==> config.mk <==
export PLATFORM = sky130hd
export DESIGN_NAME = step_scheduler
export DESIGN_NICKNAME = d
export VERILOG_FILES = /design/src/rtl/step_pkg.sv /design/src/rtl/tick_prescaler.sv /design/src/rtl/step_scheduler.sv
export SDC_FILE = /design/constraint.sdc
export NUM_CORES = 1
export LEC_CHECK = 0
export ABC_CLOCK_PERIOD_IN_PS = 3400
export BUFFER_PORTS_ARGS = -buffer_cell sky130_fd_sc_hd__buf_2
export CORE_MARGIN = 2
export CORE_UTILIZATION = 25
export DETAILED_ROUTE_END_ITERATION = 8
export GPL_TIMING_DRIVEN = 0
export PLACE_DENSITY_LB_ADDON = 0.15
export SYNTH_ARGS = -nofsm -noshare
export SYNTH_HDL_FRONTEND = slang
export SYNTH_SLANG_ARGS = --single-unit
==> constraint.sdc <==
create_clock -name clk -period 3.4 [get_ports clk]
set_input_delay 0.17 -clock clk [delete_from_list [all_inputs] [get_ports clk]]
set_output_delay 0.17 -clock clk [all_outputs]
set_load 0.05 [all_outputs]
==> src/rtl/step_pkg.sv <==
// rtl/step_pkg.sv - shared types, constants and loop-length helper for step_scheduler
package step_pkg;

  localparam int STEP_W    = 4;
  localparam int MAX_STEPS = 10;

  localparam logic [1:0] TEMPO_BASE   = 2'd0;
  localparam logic [1:0] TEMPO_FAST   = 2'd1;
  localparam logic [1:0] TEMPO_FASTER = 2'd2;
  localparam logic [1:0] TEMPO_SLOW   = 2'd3;

  typedef enum logic [1:0] {S_IDLE, S_RUN, S_PAUSE} sched_state_t;

  // Out-of-range loop lengths fall back to the full pattern.
  function automatic logic [STEP_W-1:0] eff_len(input logic [STEP_W-1:0] len);
    if (len == '0 || len > STEP_W'(MAX_STEPS)) return STEP_W'(MAX_STEPS);
    return len;
  endfunction

endpackage

==> src/rtl/tick_prescaler.sv <==
// rtl/tick_prescaler.sv - step-period counter; wrap pulses on the last count of each period
module tick_prescaler #(
  parameter int CNT_W = 24
) (
  input  logic             clk,
  input  logic             Re,
  input  logic             en,
  input  logic             clr,
  input  logic [CNT_W-1:0] period,
  output logic             wrap
);

  logic [CNT_W-1:0] cnt;

  // >= rather than == so a shorter period chosen mid-step wraps immediately.
  assign wrap = en && !clr && (cnt >= period - CNT_W'(1));

  always_ff @(posedge clk) begin
    if (!Re) begin
      cnt <= '0;
    end else if (clr || wrap) begin
      cnt <= '0;
    end else if (en) begin
      cnt <= cnt + CNT_W'(1);
    end
  end

endmodule

==> src/rtl/step_scheduler.sv <==
// rtl/step_scheduler.sv - tempo/step sequencer with run/pause/stop FSM; STEP_SWING_EN adds swing timing
module step_scheduler
  import step_pkg::*;
#(
  parameter int TICK_DIV = 12_500_000
) (
  input  logic              clk,
  input  logic              Re,
  input  logic              start,
  input  logic              stop,
  input  logic              pause,
  input  logic              dir,
  input  logic [1:0]        tempo_sel,
  input  logic [STEP_W-1:0] loop_len,
  output logic [STEP_W-1:0] step,
  output logic              step_tick,
  output logic              beat,
  output logic              running
);

  localparam int CNT_W = $clog2(TICK_DIV * 3);

  sched_state_t      state, state_n;
  logic [STEP_W-1:0] step_n, len_eff, step_first, step_adv;
  logic              tick_n;
  logic [CNT_W-1:0]  base_p, period;
  logic              wrap, pre_clr, pre_en;

  always_comb begin
    base_p = CNT_W'(TICK_DIV);
    case (tempo_sel)
      TEMPO_FAST:   base_p = CNT_W'(TICK_DIV / 2);
      TEMPO_FASTER: base_p = CNT_W'(TICK_DIV / 4);
      TEMPO_SLOW:   base_p = CNT_W'(TICK_DIV * 2);
      default:      base_p = CNT_W'(TICK_DIV);
    endcase
  end

`ifdef STEP_SWING_EN
  // Long even steps, short odd steps; a pair still spans two base periods.
  assign period = step[0] ? (base_p - (base_p >> 2)) : (base_p + (base_p >> 2));
`else
  assign period = base_p;
`endif

  assign pre_clr = stop || start || (state == S_IDLE);
  assign pre_en  = (state == S_RUN);

  tick_prescaler #(.CNT_W(CNT_W)) u_prescaler (
    .clk    (clk),
    .Re     (Re),
    .en     (pre_en),
    .clr    (pre_clr),
    .period (period),
    .wrap   (wrap)
  );

  always_comb begin
    len_eff    = eff_len(loop_len);
    step_first = dir ? '0 : len_eff - STEP_W'(1);
    if (dir) begin
      step_adv = (step == len_eff - STEP_W'(1) || step >= len_eff) ? '0 : step + STEP_W'(1);
    end else begin
      step_adv = (step == '0 || step >= len_eff) ? len_eff - STEP_W'(1) : step - STEP_W'(1);
    end
  end

  always_comb begin
    state_n = state;
    step_n  = step;
    tick_n  = 1'b0;
    if (stop) begin
      state_n = S_IDLE;
      step_n  = '0;
    end else if (start) begin
      state_n = S_RUN;
      step_n  = step_first;
      tick_n  = 1'b1;
    end else begin
      case (state)
        S_RUN: begin
          if (pause) begin
            state_n = S_PAUSE;
          end else if (wrap) begin
            step_n = step_adv;
            tick_n = 1'b1;
          end
        end
        S_PAUSE: if (pause) state_n = S_RUN;
        default: state_n = S_IDLE;
      endcase
    end
  end

  always_ff @(posedge clk) begin
    if (!Re) begin
      state     <= S_IDLE;
      step      <= '0;
      step_tick <= 1'b0;
      beat      <= 1'b0;
      running   <= 1'b0;
    end else begin
      state     <= state_n;
      step      <= step_n;
      step_tick <= tick_n;
      beat      <= tick_n && (step_n == '0);
      running   <= (state_n == S_RUN);
    end
  end

endmodule

==> metrics.txt, run 1 <==
count of yosys warnings during synthesis=0; Resized Gates After CTS=0; synthesized area per cell=8.37 µm²; async set-or-reset flop fraction in the synthesized netlist=0; Fmax=358 MHz; later-pin clock latency in the skew report=280 ps; dominant register cell in the synthesized netlist=sky130_fd_sc_hd__dfxtp_1; post-detailed-placement half-perimeter wirelength=4470 µm; unrepaired setup endpoints after global routing=false; post-route ant nets=0; slowest stage delay, CP=430 ps; leakage power figure=0.00114 µW; die extent in y=105 µm; required time of the critical path=3590 ps; share of cells above drive strength 1=0.135; total routing usage reported by global routing=0.107; die extent in x=105 µm; proportion of total power due to net switching=0.250; reg-to-reg setup timing slack=610 ps; via count of the first global-routing pass=2059; routed length per placed instance=12.4 µm; slowest cell on the critical path=sky130_fd_sc_hd__dfxtp_1; count of mapped cells out of synthesis=303; overflow left after global routing=0; sequential power share=0.447; count of buffers added by post-CTS timing repair for setup=0; power share of the combinational group=0.132; Final Hold Vio Count=0; clock transition at the registers of the reported paths=70 ps; net count of the mapped netlist=348; Worst slew margin=0.598; clock period minus worst slack=2790 ps; number of nets in the layout=370; areal power density over the cells=321 mW/mm²; post-route clock period utilization=0.822; clock root cell=sky130_fd_sc_hd__clkbuf_8; count of routing violations after the opening detailed-route iteration=47; die area=0.0110 mm²; CTS tree=done; type of the setup path with the least slack=reg -> reg; overall via count from detail_route=2104; Max Cap Violations=0; number of levels the H-tree was split into=2; result of the run=completed; worst-case setup margin in the final layout=606 ps; clock sink count=35; sequential area share after synthesis=0.276; routability congestion estimate=0.749; number of top-level design ports=19; number of max-slew violations in the final report=0; worst setup skew after layout=3.60 ps; drt first pass iters=4; number of setup violations in the final report=0; number of diodes added for antenna fixing=0; sw power=232 µW; number of cell rows=36; Placed Cells incl. Taps=451; type of element capturing the critical path=flop; number of buffers created by CTS=5; area of the core=0.00982 mm²; WP data arrival=2980 ps; number of synthesized flops with an enable pin=0; Post-Route Utilization=0.295; layout overhead on the synthesized area=14.2%; routed via count divided by cell count=4.58; Port Buffer Count=15; distinct cell type count of the synthesized netlist=61; total negative slack=0 ps; effective utilization at floorplan=0.258; Mapped Area=0.00254 mm²; measured slew at the worst slew-check pin=599 ps; Hold Buf Count CTS=0; critical-path cell list=inv_1 -> ha_1 -> o221ai_1 -> a31oi_1 -> nor2_2 -> mux2_1 -> a221o_2 -> a32o_1 -> nor4_2; largest net degree at the start of global routing=12; first-pass GRT wire length=9760 µm; remaining design rule violation count=0; clock group share of total power=0.421; post-route insts no fill=459; peak supply drop=0.000227 V; CP max FO=5; kind of path behind the tightest hold check=in -> reg; post-synthesis register bit count=35; internal portion of total power=698 µW; initial antenna violation count=0; worst setup timing slack at the placement stage=233 ps; critical path launch point type=flop; maximum buffer depth of the clock tree=2; WL final=5670 µm
==> layout make-up <==
cell class	instances	area [µm²]
Tap cell	133	166
Sequential cell	35	701
Buffer	12	73.8
Fill cell	1097	6920
Inverter	19	71.3
Timing Repair Buffer	15	75.1
Clock buffer	6	82.6
Multi-Input combinational cell	237	1690
Clock inverter	2	35.0
==> cell usage after synthesis (2+ instances only) <==
library cell / n / share of area
sky130_fd_sc_hd__nand4_1: 5 / 0.012
sky130_fd_sc_hd__ha_1: 33 / 0.16
sky130_fd_sc_hd__a311oi_1: 2 / 0.0069
sky130_fd_sc_hd__mux2i_1: 2 / 0.0079
sky130_fd_sc_hd__nand2_1: 17 / 0.025
sky130_fd_sc_hd__clkbuf_1: 5 / 0.0074
sky130_fd_sc_hd__o221ai_1: 2 / 0.0069
sky130_fd_sc_hd__nor2_1: 40 / 0.059
sky130_fd_sc_hd__nor4_2: 2 / 0.0099
sky130_fd_sc_hd__inv_1: 18 / 0.027
sky130_fd_sc_hd__xor2_1: 16 / 0.055
sky130_fd_sc_hd__xnor2_1: 12 / 0.041
sky130_fd_sc_hd__a21oi_1: 15 / 0.030
sky130_fd_sc_hd__and2_1: 6 / 0.015
sky130_fd_sc_hd__o211ai_1: 2 / 0.0059
sky130_fd_sc_hd__dfxtp_1: 35 / 0.28
sky130_fd_sc_hd__o21ai_0: 10 / 0.020
sky130_fd_sc_hd__nand4b_1: 2 / 0.0069
sky130_fd_sc_hd__buf_2: 2 / 0.0039
sky130_fd_sc_hd__and3_1: 9 / 0.022
sky130_fd_sc_hd__a221oi_1: 2 / 0.0069
sky130_fd_sc_hd__a31oi_1: 3 / 0.0074
sky130_fd_sc_hd__o21ai_1: 2 / 0.0039
sky130_fd_sc_hd__nand3_1: 10 / 0.020
sky130_fd_sc_hd__nor3_1: 6 / 0.012
sky130_fd_sc_hd__a211oi_1: 3 / 0.0089
sky130_fd_sc_hd__or3_1: 3 / 0.0074
sky130_fd_sc_hd__buf_4: 3 / 0.0089
sky130_fd_sc_hd__nor4_1: 2 / 0.0049
sky130_fd_sc_hd__and4_1: 2 / 0.0069
sky130_fd_sc_hd__buf_6: 2 / 0.0089
==> power groups by stage <==
| stage | Sequential, µW | Clock (µW) | Combinational (µW) |
|---|---|---|---|
| after CTS | 415 | 409 | 124 |
| final | 415 | 392 | 123 |
| after global placement | 425 | 0 | 123 |
| after detailed placement | 425 | 0 | 123 |
| after global routing | 416 | 428 | 137 |
| after floorplan | 434 | 0 | 81.3 |
==> cell usage in the layout, fill, tap and decap left out, types with 3 or more instances in the layout <==
| cell | n |
|---|---|
| sky130_fd_sc_hd__a211oi_1 | 3 |
| sky130_fd_sc_hd__a21oi_1 | 15 |
| sky130_fd_sc_hd__a31oi_1 | 3 |
| sky130_fd_sc_hd__and2_1 | 6 |
| sky130_fd_sc_hd__and3_1 | 9 |
| sky130_fd_sc_hd__buf_2 | 17 |
| sky130_fd_sc_hd__buf_4 | 3 |
| sky130_fd_sc_hd__clkbuf_1 | 5 |
| sky130_fd_sc_hd__clkbuf_8 | 6 |
| sky130_fd_sc_hd__dfxtp_1 | 35 |
| sky130_fd_sc_hd__ha_1 | 33 |
| sky130_fd_sc_hd__inv_1 | 18 |
| sky130_fd_sc_hd__nand2_1 | 17 |
| sky130_fd_sc_hd__nand3_1 | 10 |
| sky130_fd_sc_hd__nand4_1 | 5 |
| sky130_fd_sc_hd__nor2_1 | 40 |
| sky130_fd_sc_hd__nor3_1 | 6 |
| sky130_fd_sc_hd__o21ai_0 | 10 |
| sky130_fd_sc_hd__or3_1 | 3 |
| sky130_fd_sc_hd__xnor2_1 | 12 |
| sky130_fd_sc_hd__xor2_1 | 16 |
==> metrics by stage <==
step	instance area, µm²	hold WS [ps]	power [µW]
6_report	2900	179	930
5_1_grt	2900	183	981
4_1_cts	2900	176	948
3_5_place_dp	2780	470	548
3_3_place_gp	2780	475	548
2_1_floorplan	2540	292	515
==> worst max-delay path, delay by kind of cell (launching register included) <==
| family | cells | cell delay (ps) |
|---|---|---|
| flip-flops | 1 | 430 |
| AND/OR/NAND/NOR | 2 | 410 |
| buffers and inverters | 1 | 150 |
| AO/OA/AOI/OAI | 4 | 1000 |
| adder cells (fa/ha/maj) | 1 | 350 |
| multiplexers | 1 | 350 |
==> state kept, by name, indices dropped and copies added (netlist names) <==
name and count:
running 1, beat 1, step 4, state 2, step_tick 1, u_prescaler.cnt 26
==> worst paths after layout <==
check | endpoint | depth (start not counted) | start
worst max-delay path | beat | 9 | step[0]
worst min-delay path | state[1] | 2 | Re
worst max register to register | beat | 9 | step[0]
worst min register to register | u_prescaler.cnt[20] | 2 | u_prescaler.cnt[20]
==> layer usage <==
metal / vias to the layer above / GRT usage / share of wire
li1: 1115 / - / -
met5: - / 0 / 0
met2: 24 / 0.176 / 0.48
met1: 961 / 0.140 / 0.49
met4: 0 / 0.0314 / 0.0067
met3: 4 / 0.0256 / 0.027
==> cell families (layout without fill, tap and decap cells) <==
kind of cell | count (synthesis) | after routing | share of synthesized area
buf+inv | 31 | 54 | 0.0572
fa+ha+maj | 33 | 33 | 0.163
compound gates | 57 | 57 | 0.157
flops | 35 | 35 | 0.276
xor+xnor | 28 | 28 | 0.0966
simple gates | 115 | 115 | 0.236
mux | 3 | 3 | 0.0123
other cells | 1 | 1 | 0.00148
No activity file was read; power rests on OpenSTA's default activity.
==> run 2: changes to the inputs <==
--- a/config.mk
+++ b/config.mk
@@ -5,7 +5,7 @@
 export SDC_FILE = /design/constraint.sdc
 export NUM_CORES = 1
 export LEC_CHECK = 0
-export ABC_CLOCK_PERIOD_IN_PS = 3400
+export ABC_CLOCK_PERIOD_IN_PS = 2900
 export BUFFER_PORTS_ARGS = -buffer_cell sky130_fd_sc_hd__buf_2
 export CORE_MARGIN = 2
 export CORE_UTILIZATION = 25
==> constraint.sdc (replaced) <==
create_clock -name clk -period 2.9 [get_ports clk]
set_input_delay 0.145 -clock clk [delete_from_list [all_inputs] [get_ports clk]]
set_output_delay 0.145 -clock clk [all_outputs]
set_load 0.05 [all_outputs]
==> run 2 against run 1 <==
  * Total power rose by 17%
  * Global-route usage unchanged
  * Critical path depth unchanged
  * Die area did not move
  * Via count increased by 0.62%
  * Combinational power is 18% higher
  * Critical endpoint unchanged
  * Highest routed layer unchanged
==> metrics.txt, run 2 (synthesis results as in run 1) <==
areal power density over the cells=372 mW/mm²; Placed Cells incl. Taps=451; die area=0.0110 mm²; post-detailed-placement half-perimeter wirelength=4470 µm; worst setup skew after layout=4.00 ps; clock sink count=35; leakage power figure=0.00116 µW; unrepaired setup endpoints after global routing=false; via count of the first global-routing pass=2059; drt first pass iters=4; layout overhead on the synthesized area=15.5%; type of the setup path with the least slack=reg -> reg; sequential power share=0.446; clock group share of total power=0.420; count of routing violations after the opening detailed-route iteration=61; Largest Register=u_prescaler.cnt; measured slew at the worst slew-check pin=520 ps; number of diodes added for antenna fixing=0; first-pass GRT wire length=9760 µm; result of the run=completed; proportion of total power due to net switching=0.250; routability congestion estimate=0.749; kind of path behind the tightest hold check=in -> reg; initial antenna violation count=0; Port Buffer Count=15; power share of the combinational group=0.133; effective utilization at floorplan=0.258; Fmax=357 MHz; overall via count from detail_route=2117; largest registers in the final layout=u_prescaler.cnt x26, step x4, state x2; reg-to-reg setup timing slack=100 ps; sw power=273 µW; number of buffers created by CTS=5; Hold Buf Count CTS=0; WP data arrival=2990 ps; overflow left after global routing=0; required time of the critical path=3090 ps; number of setup violations in the final report=0; maximum buffer depth of the clock tree=2; post-route ant nets=0; share of cells above drive strength 1=0.155; area of the core=0.00982 mm²; worst setup timing slack at the placement stage=-242 ps; number of top-level design ports=19; Worst slew margin=0.648; number of max-slew violations in the final report=0; later-pin clock latency in the skew report=280 ps; total negative slack=0 ps; Final Hold Vio Count=0; number of nets in the layout=373; routed via count divided by cell count=4.58; post-route insts no fill=462; remaining design rule violation count=0; die extent in x=105 µm; clock period minus worst slack=2800 ps; internal portion of total power=819 µW; most used cells in the layout excluding fill and tap cells=sky130_fd_sc_hd__nor2_1, sky130_fd_sc_hd__dfxtp_1, sky130_fd_sc_hd__ha_1, sky130_fd_sc_hd__inv_1; clock transition at the registers of the reported paths=70 ps; largest net degree at the start of global routing=12; most common library cell in the layout ignoring fill and taps=sky130_fd_sc_hd__nor2_1; die extent in y=105 µm; total routing usage reported by global routing=0.107; clock root cell=sky130_fd_sc_hd__clkbuf_8; routed length per placed instance=12.3 µm; CTS tree=done; WL final=5700 µm; type of element capturing the critical path=flop; worst-case setup margin in the final layout=100 ps; Max Cap Violations=0; CP max FO=5; area post-placement=0.00278 mm²; critical path launch point type=flop; number of flip-flops in the largest register=26; number of cell rows=36; Final Cell Area=0.00293 mm²; number of levels the H-tree was split into=2; peak supply drop=0.000266 V; post-route clock period utilization=0.965
run 2: cell types whose count changed in the layout (fill, tap and decap cells not counted), sizes merged:
cell and delta:
buf +3
run 2: area by class of cell:
| cell class | count | area (µm²) |
|---|---|---|
| fillers | 1093 | 6890 |
| multi-input cells | 237 | 1700 |
| flip-flops and latches | 35 | 701 |
| well taps | 133 | 166 |
| repair buffers | 18 | 97.6 |
| clock buffers | 6 | 82.6 |
| plain buffers | 12 | 76.3 |
| inverters | 19 | 71.3 |
| clock inverters | 2 | 35.0 |
run 2: what timing repair did:
action	in CTS	in global routing
endpoints found under the setup margin	0	23
setup buffers	0	3
resized for setup	0	6
run 2: critical path, stage by stage (launching register included):
cell and delay [ps]:
sky130_fd_sc_hd__dfxtp_1 430, sky130_fd_sc_hd__inv_1 150, sky130_fd_sc_hd__ha_1 350, sky130_fd_sc_hd__o221ai_1 250, sky130_fd_sc_hd__a31oi_1 200, sky130_fd_sc_hd__nor2_2 250
sky130_fd_sc_hd__mux2_1 350, sky130_fd_sc_hd__a221o_2 330, sky130_fd_sc_hd__a32o_1 220, sky130_fd_sc_hd__nor4_2 160
run 2: routing by layer:
metal	vias up	part of all wire	track usage	wire, µm
met5	-	0	0	0
met4	0	0.0082	0.0314	47
met3	4	0.025	0.0256	145
met2	24	0.47	0.176	2700
met1	967	0.49	0.140	2810
li1	1122	-	-	-
run 2: path summary, 6_finish.rpt:
check,startpoint,to,cells after the start
max reg2reg,step[0],beat,9
min,Re,state[1],2
min reg2reg,u_prescaler.cnt[20],u_prescaler.cnt[20],2
max,step[0],beat,9
run 2: stage by stage:
| stage | hold slack [ps] | total power (µW) | util |
|---|---|---|---|
| after floorplan | 267 | 604 | - |
| after global placement | 450 | 643 | 0.283 |
| after detailed placement | 445 | 643 | 0.283 |
| after CTS | 151 | 1110 | 0.295 |
| after global routing | 157 | 1150 | 0.298 |
| final | 157 | 1090 | 0.298 |
run 2: power groups by stage:
stage | Clock [µW] | Sequential (µW) | Combinational, µW
3_5_place_dp | 0 | 499 | 144
5_1_grt | 502 | 488 | 162
4_1_cts | 480 | 487 | 145
3_3_place_gp | 0 | 498 | 144
2_1_floorplan | 0 | 509 | 95.4
6_report | 459 | 487 | 145
==> run 3: changes to the inputs <==
--- a/config.mk
+++ b/config.mk
@@ -14,4 +14,5 @@
 export PLACE_DENSITY_LB_ADDON = 0.15
 export SYNTH_ARGS = -nofsm -noshare
 export SYNTH_HDL_FRONTEND = slang
+export SYNTH_HIERARCHICAL = 1
 export SYNTH_SLANG_ARGS = --single-unit
==> run 3 against run 2 <==
  * The flow now finishes with violations (negative setup slack)
  * Wire length is 56% higher
  * Synthesized cell count increased by 39%
  * Register-to-register slack got worse by 160 ps
  * Fmax decreased by 15%
  * Worst hold slack improved by 42 ps
  * Largest cell class unchanged
  * Highest routed layer unchanged
==> metrics.txt, run 3 <==
result of the run=finished, violations left; violated checks=negative setup slack; type of the setup path with the least slack=in -> reg; endpoint of the worst hold path=state[1]; die extent in y=121 µm; Mapped Area=0.00341 mm²; maximum buffer depth of the clock tree=2; worst setup skew after layout=9.56 ps; post-detailed-placement half-perimeter wirelength=6870 µm; share of cells above drive strength 1=0.209; worst setup timing slack at the placement stage=-1220 ps; clock transition at the registers of the reported paths=60 ps; later-pin clock latency in the skew report=280 ps; drt first pass iters=6; Post-Route Utilization=0.325; critical-path cell list=buf_12 -> inv_6 -> ha_4 -> buf_6 -> nor3b_4 -> nand2_1 -> or3_1 -> xor2_1 -> ha_2 -> nand4_1 -> nor4_2 -> nand2b_1 -> o21ai_4 -> or2_4 -> nand2_4 -> or4_4 -> and3_1 -> o2111a_1; leakage power figure=0.00154 µW; total negative slack=-1320 ps; Final Hold Vio Count=0; number of nets in the layout=533; Placed Cells incl. Taps=634; routed via count divided by cell count=4.72; number of top-level design ports=19; layout overhead on the synthesized area=26.7%; most common library cell in the layout ignoring fill and taps=sky130_fd_sc_hd__ha_1; Fmax=305 MHz; first-pass GRT wire length=15200 µm; worst flop-to-flop path startpoint=state[0]; type of element capturing the critical path=flop; largest registers in the final layout=u_prescaler/cnt x26, step x4, state x2; count of routing violations after the opening detailed-route iteration=130; distinct cell type count of the synthesized netlist=58; synth top area cells=sky130_fd_sc_hd__dfxtp_1, sky130_fd_sc_hd__ha_1, sky130_fd_sc_hd__xnor2_1; die area=0.0146 mm²; kind of path behind the tightest hold check=in -> reg; clock sink count=35; CTS tree=done; reg-to-reg setup timing slack=-60 ps; Commonest cells post-synth=sky130_fd_sc_hd__ha_1, sky130_fd_sc_hd__dfxtp_1, sky130_fd_sc_hd__xnor2_1; via count of the first global-routing pass=3099; number of cells traversed by the worst hold path=2; area post-placement=0.00392 mm²; die extent in x=121 µm; clock period minus worst slack=3280 ps; remaining design rule violation count=0; async set-or-reset flop fraction in the synthesized netlist=0; number of levels the H-tree was split into=2; number of diodes added for antenna fixing=0; number of fill cells=1390; initial antenna violation count=0; number of synthesized flops with an enable pin=0; WP data arrival=3440 ps; peak supply drop=0.000185 V; post-route insts no fill=654; WL final=8920 µm; measured slew at the worst slew-check pin=549 ps; overflow left after global routing=0; Largest Register=u_prescaler/cnt; routed length per placed instance=13.6 µm; number of flip-flops in the largest register=26; slowest stage delay, CP=460 ps; slowest cell on the critical path=sky130_fd_sc_hd__or4_4; fraction of post-synthesis cell area in the top cell type by area=0.205; Worst slew margin=0.634; areal power density over the cells=295 mW/mm²; CP max FO=6; post-synthesis register bit count=35; effective utilization at floorplan=0.257; top-count cell post-synth=sky130_fd_sc_hd__ha_1; routability congestion estimate=0.825; total routing usage reported by global routing=0.129; unrepaired setup endpoints after global routing=true; Multi-input gate area=0.00286 mm²; number of setup violations in the final report=5; count of mapped cells out of synthesis=421; sequential area share after synthesis=0.205; Port Buffer Count=16; Crit Reg-Reg Endpoint=beat; Hold Path Origin=Re; r2r worst-path depth=12; Final Cell Area=0.00433 mm²; clock root cell=sky130_fd_sc_hd__clkbuf_16; Max Cap Violations=0; count of yosys warnings during synthesis=6; post-route ant nets=0; dominant cell type by area after synthesis=sky130_fd_sc_hd__dfxtp_1; required time of the critical path=3070 ps; overall via count from detail_route=3087; post-route clock period utilization=1.13; FF+latch area=701 µm²; critical path launch point type=input pin; largest net degree at the start of global routing=18; number of buffers created by CTS=5; dominant register cell in the synthesized netlist=sky130_fd_sc_hd__dfxtp_1; area of the core=0.0133 mm²; synthesized area per cell=8.11 µm²; number of max-slew violations in the final report=0; worst-case setup margin in the final layout=-376 ps; number of cell rows=42; most used cells in the layout excluding fill and tap cells=sky130_fd_sc_hd__ha_1, sky130_fd_sc_hd__dfxtp_1, sky130_fd_sc_hd__xnor2_1, sky130_fd_sc_hd__nor2_1, sky130_fd_sc_hd__nor4_1; Hold Buf Count CTS=0
[run 3: routing by layer]
metal  vias up  share of wire  wire [µm]  track usage
met5         -              0          0            0
met4         0          0.025        227       0.0581
met3        14          0.019        173       0.0136
met2        38           0.49       4330        0.223
met1      1417           0.47       4190        0.162
li1       1618              -          -            -
[run 3: worst max-delay path by stage]
stage	cells past startpoint	slack, ps	end	startpoint
floorplan	17	-370	beat	tempo_sel[0]
global placement	19	-1250	beat	tempo_sel[0]
detailed placement	19	-1220	beat	tempo_sel[0]
CTS	18	-390	beat	tempo_sel[0]
global route	20	-550	beat	tempo_sel[0]
finish	18	-380	beat	tempo_sel[0]
[run 3: worst max-delay path, delay by kind of cell]
kind                     cells  cell delay [ps]
AO/OA/AOI/OAI                2              310
buffers and inverters        3              260
AND/OR/NAND/NOR             10             2090
adder cells (fa/ha/maj)      2              470
XOR/XNOR                     1              150
[run 3: cell families (layout without fill, tap and decap cells)]
kind of cell             after synthesis  in the layout  synth area share
AND/OR/NAND/NOR                      188            188             0.324
XOR/XNOR                              55             55             0.141
flip-flops                            35             35             0.205
multiplexers                           2              2           0.00586
buffers and inverters                 42             78            0.0531
adder cells (fa/ha/maj)               43             43             0.158
other                                  2             23           0.00220
AO/OA/AOI/OAI                         54             54             0.111
[run 3: metrics by stage]
stage	total power [µW]	hold WS, ps
final	1280	199
after global routing	1340	224
after CTS	1290	203
after detailed placement	724	491
after global placement	721	483
after floorplan	669	267
[run 3: area by class of cell]
type	instances	area share
repair buffers	31	0.0503
flip-flops and latches	35	0.162
well taps	176	0.0509
multi-input cells	365	0.662
clock inverters	1	0.00116
plain buffers	13	0.0168
inverters	27	0.0252
clock buffers	6	0.0321
[run 3: timing repair]
action,CTS,global route
setup endpoints to repair,25,6
pin swaps,22,9
hold endpoints to repair,0,0
resized for setup,30,4
setup buffers,10,5
[run 3: report_power, final]
group,internal [µW],switching (µW),total [µW]
logic,101,152,253
clock network,335,200,535
registers,485,3.80,489
total,922,356,1280
